===== config.mk =====
export PLATFORM = sky130hd
export DESIGN_NAME = addsub_seq
export DESIGN_NICKNAME = d
export VERILOG_FILES = /design/src/rtl/addsub_seq.sv
export SDC_FILE = /design/constraint.sdc
export NUM_CORES = 1
export LEC_CHECK = 0
export BUFFER_PORTS_ARGS = -buffer_cell sky130_fd_sc_hd__buf_2
export CORE_ASPECT_RATIO = 0.6
export CORE_MARGIN = 10
export CORE_UTILIZATION = 48
export DETAILED_ROUTE_END_ITERATION = 10
export PLACE_DENSITY_LB_ADDON = 0.05
export SLEW_MARGIN = 15
export SYNTH_ARGS = -nofsm -noshare
export SYNTH_HDL_FRONTEND = slang
export SYNTH_SLANG_ARGS = --single-unit

===== constraint.sdc =====
create_clock -name clk -period 4.6 [get_ports clk]
set_input_delay 0 -clock clk [delete_from_list [all_inputs] [get_ports clk]]
set_output_delay 0 -clock clk [all_outputs]
set_load 0.02 [all_outputs]

===== src/rtl/addsub_seq.sv =====
// Sequential adder/subtractor: adds CHUNK bits per cycle over WIDTH/CHUNK cycles.
// Optional macro ADDSUB_SEQ_SAT_EN saturates the result on signed overflow.
module addsub_seq #(
  parameter int WIDTH = 16,
  parameter int CHUNK = 4
) (
  input  logic             clk,
  input  logic             rst_n,
  input  logic             start,
  input  logic             sub,
  input  logic [WIDTH-1:0] a,
  input  logic [WIDTH-1:0] b,
  output logic             busy,
  output logic             done,
  output logic [WIDTH-1:0] out,
  output logic             c_out,
  output logic             ovf,
  output logic [1:0]       dbg_state
);

  localparam int NCHUNK = WIDTH / CHUNK;
  localparam int KW     = (NCHUNK > 1) ? $clog2(NCHUNK) : 1;

  typedef enum logic [1:0] {
    S_IDLE = 2'd0,
    S_BUSY = 2'd1,
    S_DONE = 2'd2
  } state_t;

  state_t           state_q, state_d;
  logic [WIDTH-1:0] a_sh_q, a_sh_d;
  logic [WIDTH-1:0] b_sh_q, b_sh_d;
  logic [WIDTH-1:0] sum_q, sum_d;
  logic [WIDTH-1:0] out_q, out_d;
  logic             carry_q, carry_d;
  logic             a_sign_q, a_sign_d;
  logic             c_out_q, c_out_d;
  logic             ovf_q, ovf_d;
  logic [KW-1:0]    k_q, k_d;

  logic [CHUNK:0]   chunk_sum;
  logic [WIDTH-1:0] chunk_top;
  logic [WIDTH-1:0] sum_next;
  logic [WIDTH-1:0] result;
  logic             msb_cin;
  logic             ovf_now;
  logic             last_chunk;

  // Operands shift right each cycle so the active chunk is always at bit 0;
  // chunk sums enter the result from the top and settle in place after NCHUNK steps.
  always_comb begin
    chunk_sum = {1'b0, a_sh_q[CHUNK-1:0]} + {1'b0, b_sh_q[CHUNK-1:0]}
              + {{CHUNK{1'b0}}, carry_q};
    chunk_top = '0;
    chunk_top[WIDTH-1 -: CHUNK] = chunk_sum[CHUNK-1:0];
    sum_next  = (sum_q >> CHUNK) | chunk_top;
    // Carry into a bit position is recoverable from its two inputs and its sum.
    msb_cin   = a_sh_q[CHUNK-1] ^ b_sh_q[CHUNK-1] ^ chunk_sum[CHUNK-1];
    ovf_now   = msb_cin ^ chunk_sum[CHUNK];
    last_chunk = (k_q == KW'(NCHUNK - 1));
`ifdef ADDSUB_SEQ_SAT_EN
    if (ovf_now) begin
      result = a_sign_q ? {1'b1, {(WIDTH-1){1'b0}}} : {1'b0, {(WIDTH-1){1'b1}}};
    end else begin
      result = sum_next;
    end
`else
    result = sum_next;
`endif
  end

  always_comb begin
    state_d  = state_q;
    a_sh_d   = a_sh_q;
    b_sh_d   = b_sh_q;
    sum_d    = sum_q;
    out_d    = out_q;
    carry_d  = carry_q;
    a_sign_d = a_sign_q;
    c_out_d  = c_out_q;
    ovf_d    = ovf_q;
    k_d      = k_q;
    case (state_q)
      S_IDLE, S_DONE: begin
        if (start) begin
          a_sh_d   = a;
          b_sh_d   = b ^ {WIDTH{sub}};
          carry_d  = sub;
          a_sign_d = a[WIDTH-1];
          sum_d    = '0;
          k_d      = '0;
          state_d  = S_BUSY;
        end else begin
          state_d  = S_IDLE;
        end
      end
      S_BUSY: begin
        a_sh_d  = a_sh_q >> CHUNK;
        b_sh_d  = b_sh_q >> CHUNK;
        sum_d   = sum_next;
        carry_d = chunk_sum[CHUNK];
        k_d     = k_q + KW'(1);
        if (last_chunk) begin
          out_d   = result;
          c_out_d = chunk_sum[CHUNK];
          ovf_d   = ovf_now;
          state_d = S_DONE;
        end
      end
      default: state_d = S_IDLE;
    endcase
  end

  always_ff @(posedge clk or negedge rst_n) begin
    if (!rst_n) begin
      state_q  <= S_IDLE;
      a_sh_q   <= '0;
      b_sh_q   <= '0;
      sum_q    <= '0;
      out_q    <= '0;
      carry_q  <= 1'b0;
      a_sign_q <= 1'b0;
      c_out_q  <= 1'b0;
      ovf_q    <= 1'b0;
      k_q      <= '0;
    end else begin
      state_q  <= state_d;
      a_sh_q   <= a_sh_d;
      b_sh_q   <= b_sh_d;
      sum_q    <= sum_d;
      out_q    <= out_d;
      carry_q  <= carry_d;
      a_sign_q <= a_sign_d;
      c_out_q  <= c_out_d;
      ovf_q    <= ovf_d;
      k_q      <= k_d;
    end
  end

  assign busy      = (state_q == S_BUSY);
  assign done      = (state_q == S_DONE);
  assign out       = out_q;
  assign c_out     = c_out_q;
  assign ovf       = ovf_q;
  assign dbg_state = state_q;

endmodule


* Word-level counts from Yosys, hierarchy flattened
Index checks and enable logic that the tools add are counted.
** Cells by class
- Bitwise logic cells :: 5
- Reduce and logical (&&, ||, !) cells :: 5
- Eq/ne operators :: 5
- Multiplexer cells :: 13
- Add/subtract/negate cells :: 3
** Operator list (count)
- $pmux 16 s2 :: 3
- $mux 16 :: 3
- $or 12x16->16 :: 1
- $xor 16x16->16 :: 1
- $pmux 2 s2 :: 2
- $add 4x4->5 :: 1
- $add 5x1->5 :: 1
- $eq 2x2->1 const B :: 2
- $mux 2 :: 2
- $reduce_and 2->1 :: 2
- $xor 1x1->1 :: 3
- $add 2x1->2 const B :: 1
- $eq 2x1->1 const B :: 1
- $logic_not 2->1 :: 1
- $mux 1 :: 2
- $ne 2x1->1 const B :: 1
- $ne 2x2->1 const B :: 1
- $pmux 1 s2 :: 1
- $reduce_bool 2->1 :: 1
- $reduce_or 2->1 :: 1
** Word-level totals
- Output and inout bits :: 22
- Register bits :: 71

* Depth between registers and ports, before layout
- Depth after elaboration :: 4
- Mapped depth :: 7
- Gate-level depth less buffers :: 6

* Worst setup path after synthesis
No wires, ideal clock.
- Kind :: flip-flop to flip-flop
- From :: register a_sh_q[0]
- To :: register ovf_q, in the netlist ovf
- Library setup time :: 0.122 ns
- Cell stages (with the launch flop) :: 7
- Data arrival time :: 1.817 ns
- Slack :: 2.661 ns
- Cells stage by stage :: dfrtp_1 > fa_1 > fa_1 > a21o_1 > a21oi_1 > xnor2_1 > o21ai_1
** On the way
- Cells in the longest elaborated chain, start to end :: 4
** RTL lines
- start, declared :: RTL line 31 : logic [WIDTH-1:0] a_sh_q, a_sh_d;
- start signal, assigned :: RTL line 128 : a_sh_q <= a_sh_d;
- $add 4x4->5 * :: RTL line 52 : chunk_sum = {1'b0, a_sh_q[CHUNK-1:0]} + {1'b0, b_sh_q[CHUNK-1:0]}
- $add 5x1->5 * :: RTL line 53 : + {{CHUNK{1'b0}}, carry_q};
- $xor 1x1->1 :: RTL line 58 : msb_cin = a_sh_q[CHUNK-1] ^ b_sh_q[CHUNK-1] ^ chunk_sum[CHUNK-1];
- $xor 1x1->1 * :: RTL line 59 : ovf_now = msb_cin ^ chunk_sum[CHUNK];
- end signal, assigned :: RTL line 135 : ovf_q <= ovf_d;
- end, declared :: RTL line 38 : logic ovf_q, ovf_d;
Mark *: on every way between the ends. The rest lies on a longest branch, timed or not.
A chain may end at the register's enable or synchronous reset.

* Worst setup path in the final report
Ends and elaborated chain as after synthesis.

==> reports/metrics.cfg <==
[drt]
vias = 1953
wire_per_inst_um = 15.74
drc = 0
via_per_inst = 4.907
routed_wl_mm = 6.266
drtIter0Drc = 106
drtAntennaViolNets = 0
first_pass_iters = 4

[floorplan]
die-area_um2 = 9907
die_x_um = 122.0
ios = 58
start_util_pct = 49.26
die_h_um = 81.20
floorplan.rows = 22
core_um2 = 6083

[timing]
setup_viol = 0
skew_ns = 0.009717
setup_ws_ns = 2.491
fin_crit_ns = 2.109
tns_ns = 0
finalHoldViolations = 0
slew_headroom_pct = 28.45
fin_crit_sh_pct = 45.84
tightest_slew_ns = 1.071
max_freq_mhz = 474.2
rsz0062_at_grt = no
slew_viol_final = 0

[finish]
nNetsFinal = 351
final_area_um2 = 3736
area_delta_synth_final_pct = 24.68
nFillCells = 527
num_antenna_cells = 0
layout-drive-gt1-share_pct = 29.94

[cts]
postCtsResizedCells = 0
clock-root-buffer = clkbuf_8
cts_sinks = 67
clock_latency_ns = 0.35
cts_buffer_depth = 2
h-tree-depth = 3
clk_pin_slew_worst_paths_ns = 0.07
numCtsBuffers = 9
cts_tree = yes

[worst_hold_path]
hp-class = in -> reg

[place]
dp_hpwl_mm = 4.021
dp_slack_ns = 2.490
place_area_um2 = 3231
gp_congestion = 0.7662
io_buffers = 57

[synth]
ys_seq_area_share_pct = 55.95
synth_cell_types = 28
synth_area_um2 = 2997
syn_avg_cell_area_um2 = 12.86
synth_nets = 275
syn_inst = 233
synth.yosys.warnings = 0
ys_ff_latch = 67

[worst_setup_path]
cp_common_cell = fa_1
required_ns = 4.81
slowest_stage = fa_1
critical_path.top_delay_family = adder cells
critPathLaunchType = register
worst-path-max-fanout = 3
worstPathCellList = fa_1, fa_1, a21o_1, a21oi_1, xnor2_1, o21ai_1
cp-end-kind = register
cp.buffers_inverters = 0
worst-setup-path-type = reg -> reg
cp.arrival_ns = 2.32
slowest_delay_ns = 0.47

[power]
swShare_pct = 36.11
pwr_density_cell_nw_per_um2 = 738.6
seqPwrFrac_pct = 37.0
comb_power_share_pct = 39.8
peakVddDrop_mv = 0.3667
clkPwrFrac_pct = 23.2
p_total_mw = 2.760
p_leak_nw = 1.857
power_switching_mw = 0.9965
p_int_mw = 1.763

[global_routing]
grt_overflow = 0
grt_max_degree = 68
antenna_found_initial = 0
track_usage_pct = 13.54
grt_pass1_vias = 2104
grt_pass1_wl_mm = 10.52

[outcome]
status = completed

[run]
drv_cap = 0

-- cell type report --
class,count,area [um^2],share of cell area (%)
timing repair buffer,82,533.0,14.27
sequential,67,1677,44.88
multi-input combinational,147,1146,30.68
clock inverter,6,137.6,3.684
tap,84,105.1,2.813
clock buffer,10,127.6,3.416
inverter,2,10.01,0.2679
-- through the flow --
| step | std cells | utilization (%) | hold WS, ns |
|---|---|---|---|
| global placement | 358 | 53.11 | 0.2175 |
| floorplan | 233 | - | -0.2956 |
| finish | 398 | 61.42 | 0.01164 |
| detailed placement | 358 | 53.11 | 0.2229 |
| global route | 398 | 61.42 | 0.01425 |
| CTS | 398 | 61.42 | 0.001177 |
-- cell families after synthesis --
family,after synthesis,synth area share [%]
flops,67,55.95
compound gates,56,14.74
mux,15,7.390
simple gates,51,7.558
buf+inv,19,5.804
xor+xnor,19,5.553
fa+ha+maj,6,3.006
-- power by group through the flow --
| stage | Sequential [mW] | Combinational [mW] | Clock (mW) |
|---|---|---|---|
| 5_1_grt | 1.06 | 1.22 | 0.681 |
| 2_1_floorplan | 1.08 | 0.827 | 0 |
| 3_5_place_dp | 1.03 | 1.09 | 0 |
| 4_1_cts | 1.02 | 1.11 | 0.656 |
| 3_3_place_gp | 1.03 | 1.08 | 0 |
| 6_report | 1.02 | 1.10 | 0.640 |
-- sequential cells by signal, indices dropped and copies added, names as in the netlist --
name / flops
a_sh_q: 16
b_sh_q: 16
c_out: 1
carry_q: 1
dbg_state: 2
k_q: 2
out: 16
ovf: 1
sum_q: 12
-- worst register-to-register path: cells and delay by family (launching register included) --
| family | cells | cell delay, ns |
|---|---|---|
| flops | 1 | 0.40 |
| xor+xnor | 1 | 0.16 |
| compound gates | 3 | 0.53 |
| fa+ha+maj | 2 | 0.89 |
-- path summary, 6_finish.rpt --
path                            startpoint  cells past startpoint         to  slack [ns]
max in group asynchronous            rst_n                      3  b_sh_q[1]        3.69
min in group asynchronous            rst_n                      3  a_sh_q[8]        0.36
worst max-delay path             a_sh_q[0]                      6        ovf        2.49
worst min register to register   a_sh_q[4]                      2  a_sh_q[4]        0.48
worst min-delay path                  b[6]                      4  b_sh_q[6]        0.01
worst max register to register   a_sh_q[0]                      6        ovf        2.49
-- what timing repair did --
| item | in CTS | in global routing |
|---|---|---|
| hold endpoints to repair | 90 | 0 |
| setup endpoints to repair | 0 | 0 |
| buffers inserted | 0 | 0 |
| hold buffers | 24 | 0 |
-- placed cells by master (no fill, tap or decap) --
cell,netlist,routed
nand2b_4,1,1
buf_4,2,1
dlygate4sd3_1,0,24
a22o_1,16,16
nand2b_1,1,1
nor2b_2,1,1
a221o_1,12,12
inv_1,1,1
mux2_4,14,14
nor2b_1,1,1
xnor2_1,19,19
inv_4,1,1
o21ai_0,4,4
ha_1,4,4
clkinv_4,0,2
dfrtp_1,67,67
mux2_2,1,1
nor2_4,1,1
nand2_4,1,1
o21ai_1,7,7
bufinv_16,0,4
a21oi_2,1,1
a22oi_1,13,13
a21oi_1,1,1
nor2_1,12,12
clkbuf_1,1,1
clkbuf_8,0,9
nand2_1,33,33
buf_2,2,57
a21o_1,2,2
fa_1,2,2
-- cell usage after synthesis, drive strengths merged --
cell    count  share of area (%)
xnor2      19                5.6
a21o        2               0.50
fa          2                1.3
buf        16                5.3
a22o       16                4.7
ha          4                1.7
o21ai      11                1.8
inv         2               0.33
clkbuf      1               0.13
nor2b       2               0.50
nand2b      2               0.67
a21oi       2               0.46
nand2      34                4.5
mux2       15                7.4
dfrtp      67                 56
nor2       13                1.9
a22oi      13                3.3
a221o      12                4.0
-- layer usage --
metal	vias to the layer above	global-route usage [%]	routed length, um
li1	976	-	-
met1	931	18.56	3245
met2	44	18.95	2593
met3	2	5.817	405
met4	0	3.910	21
met5	-	0	0
Note: power is estimated with default switching activity, not from simulation.
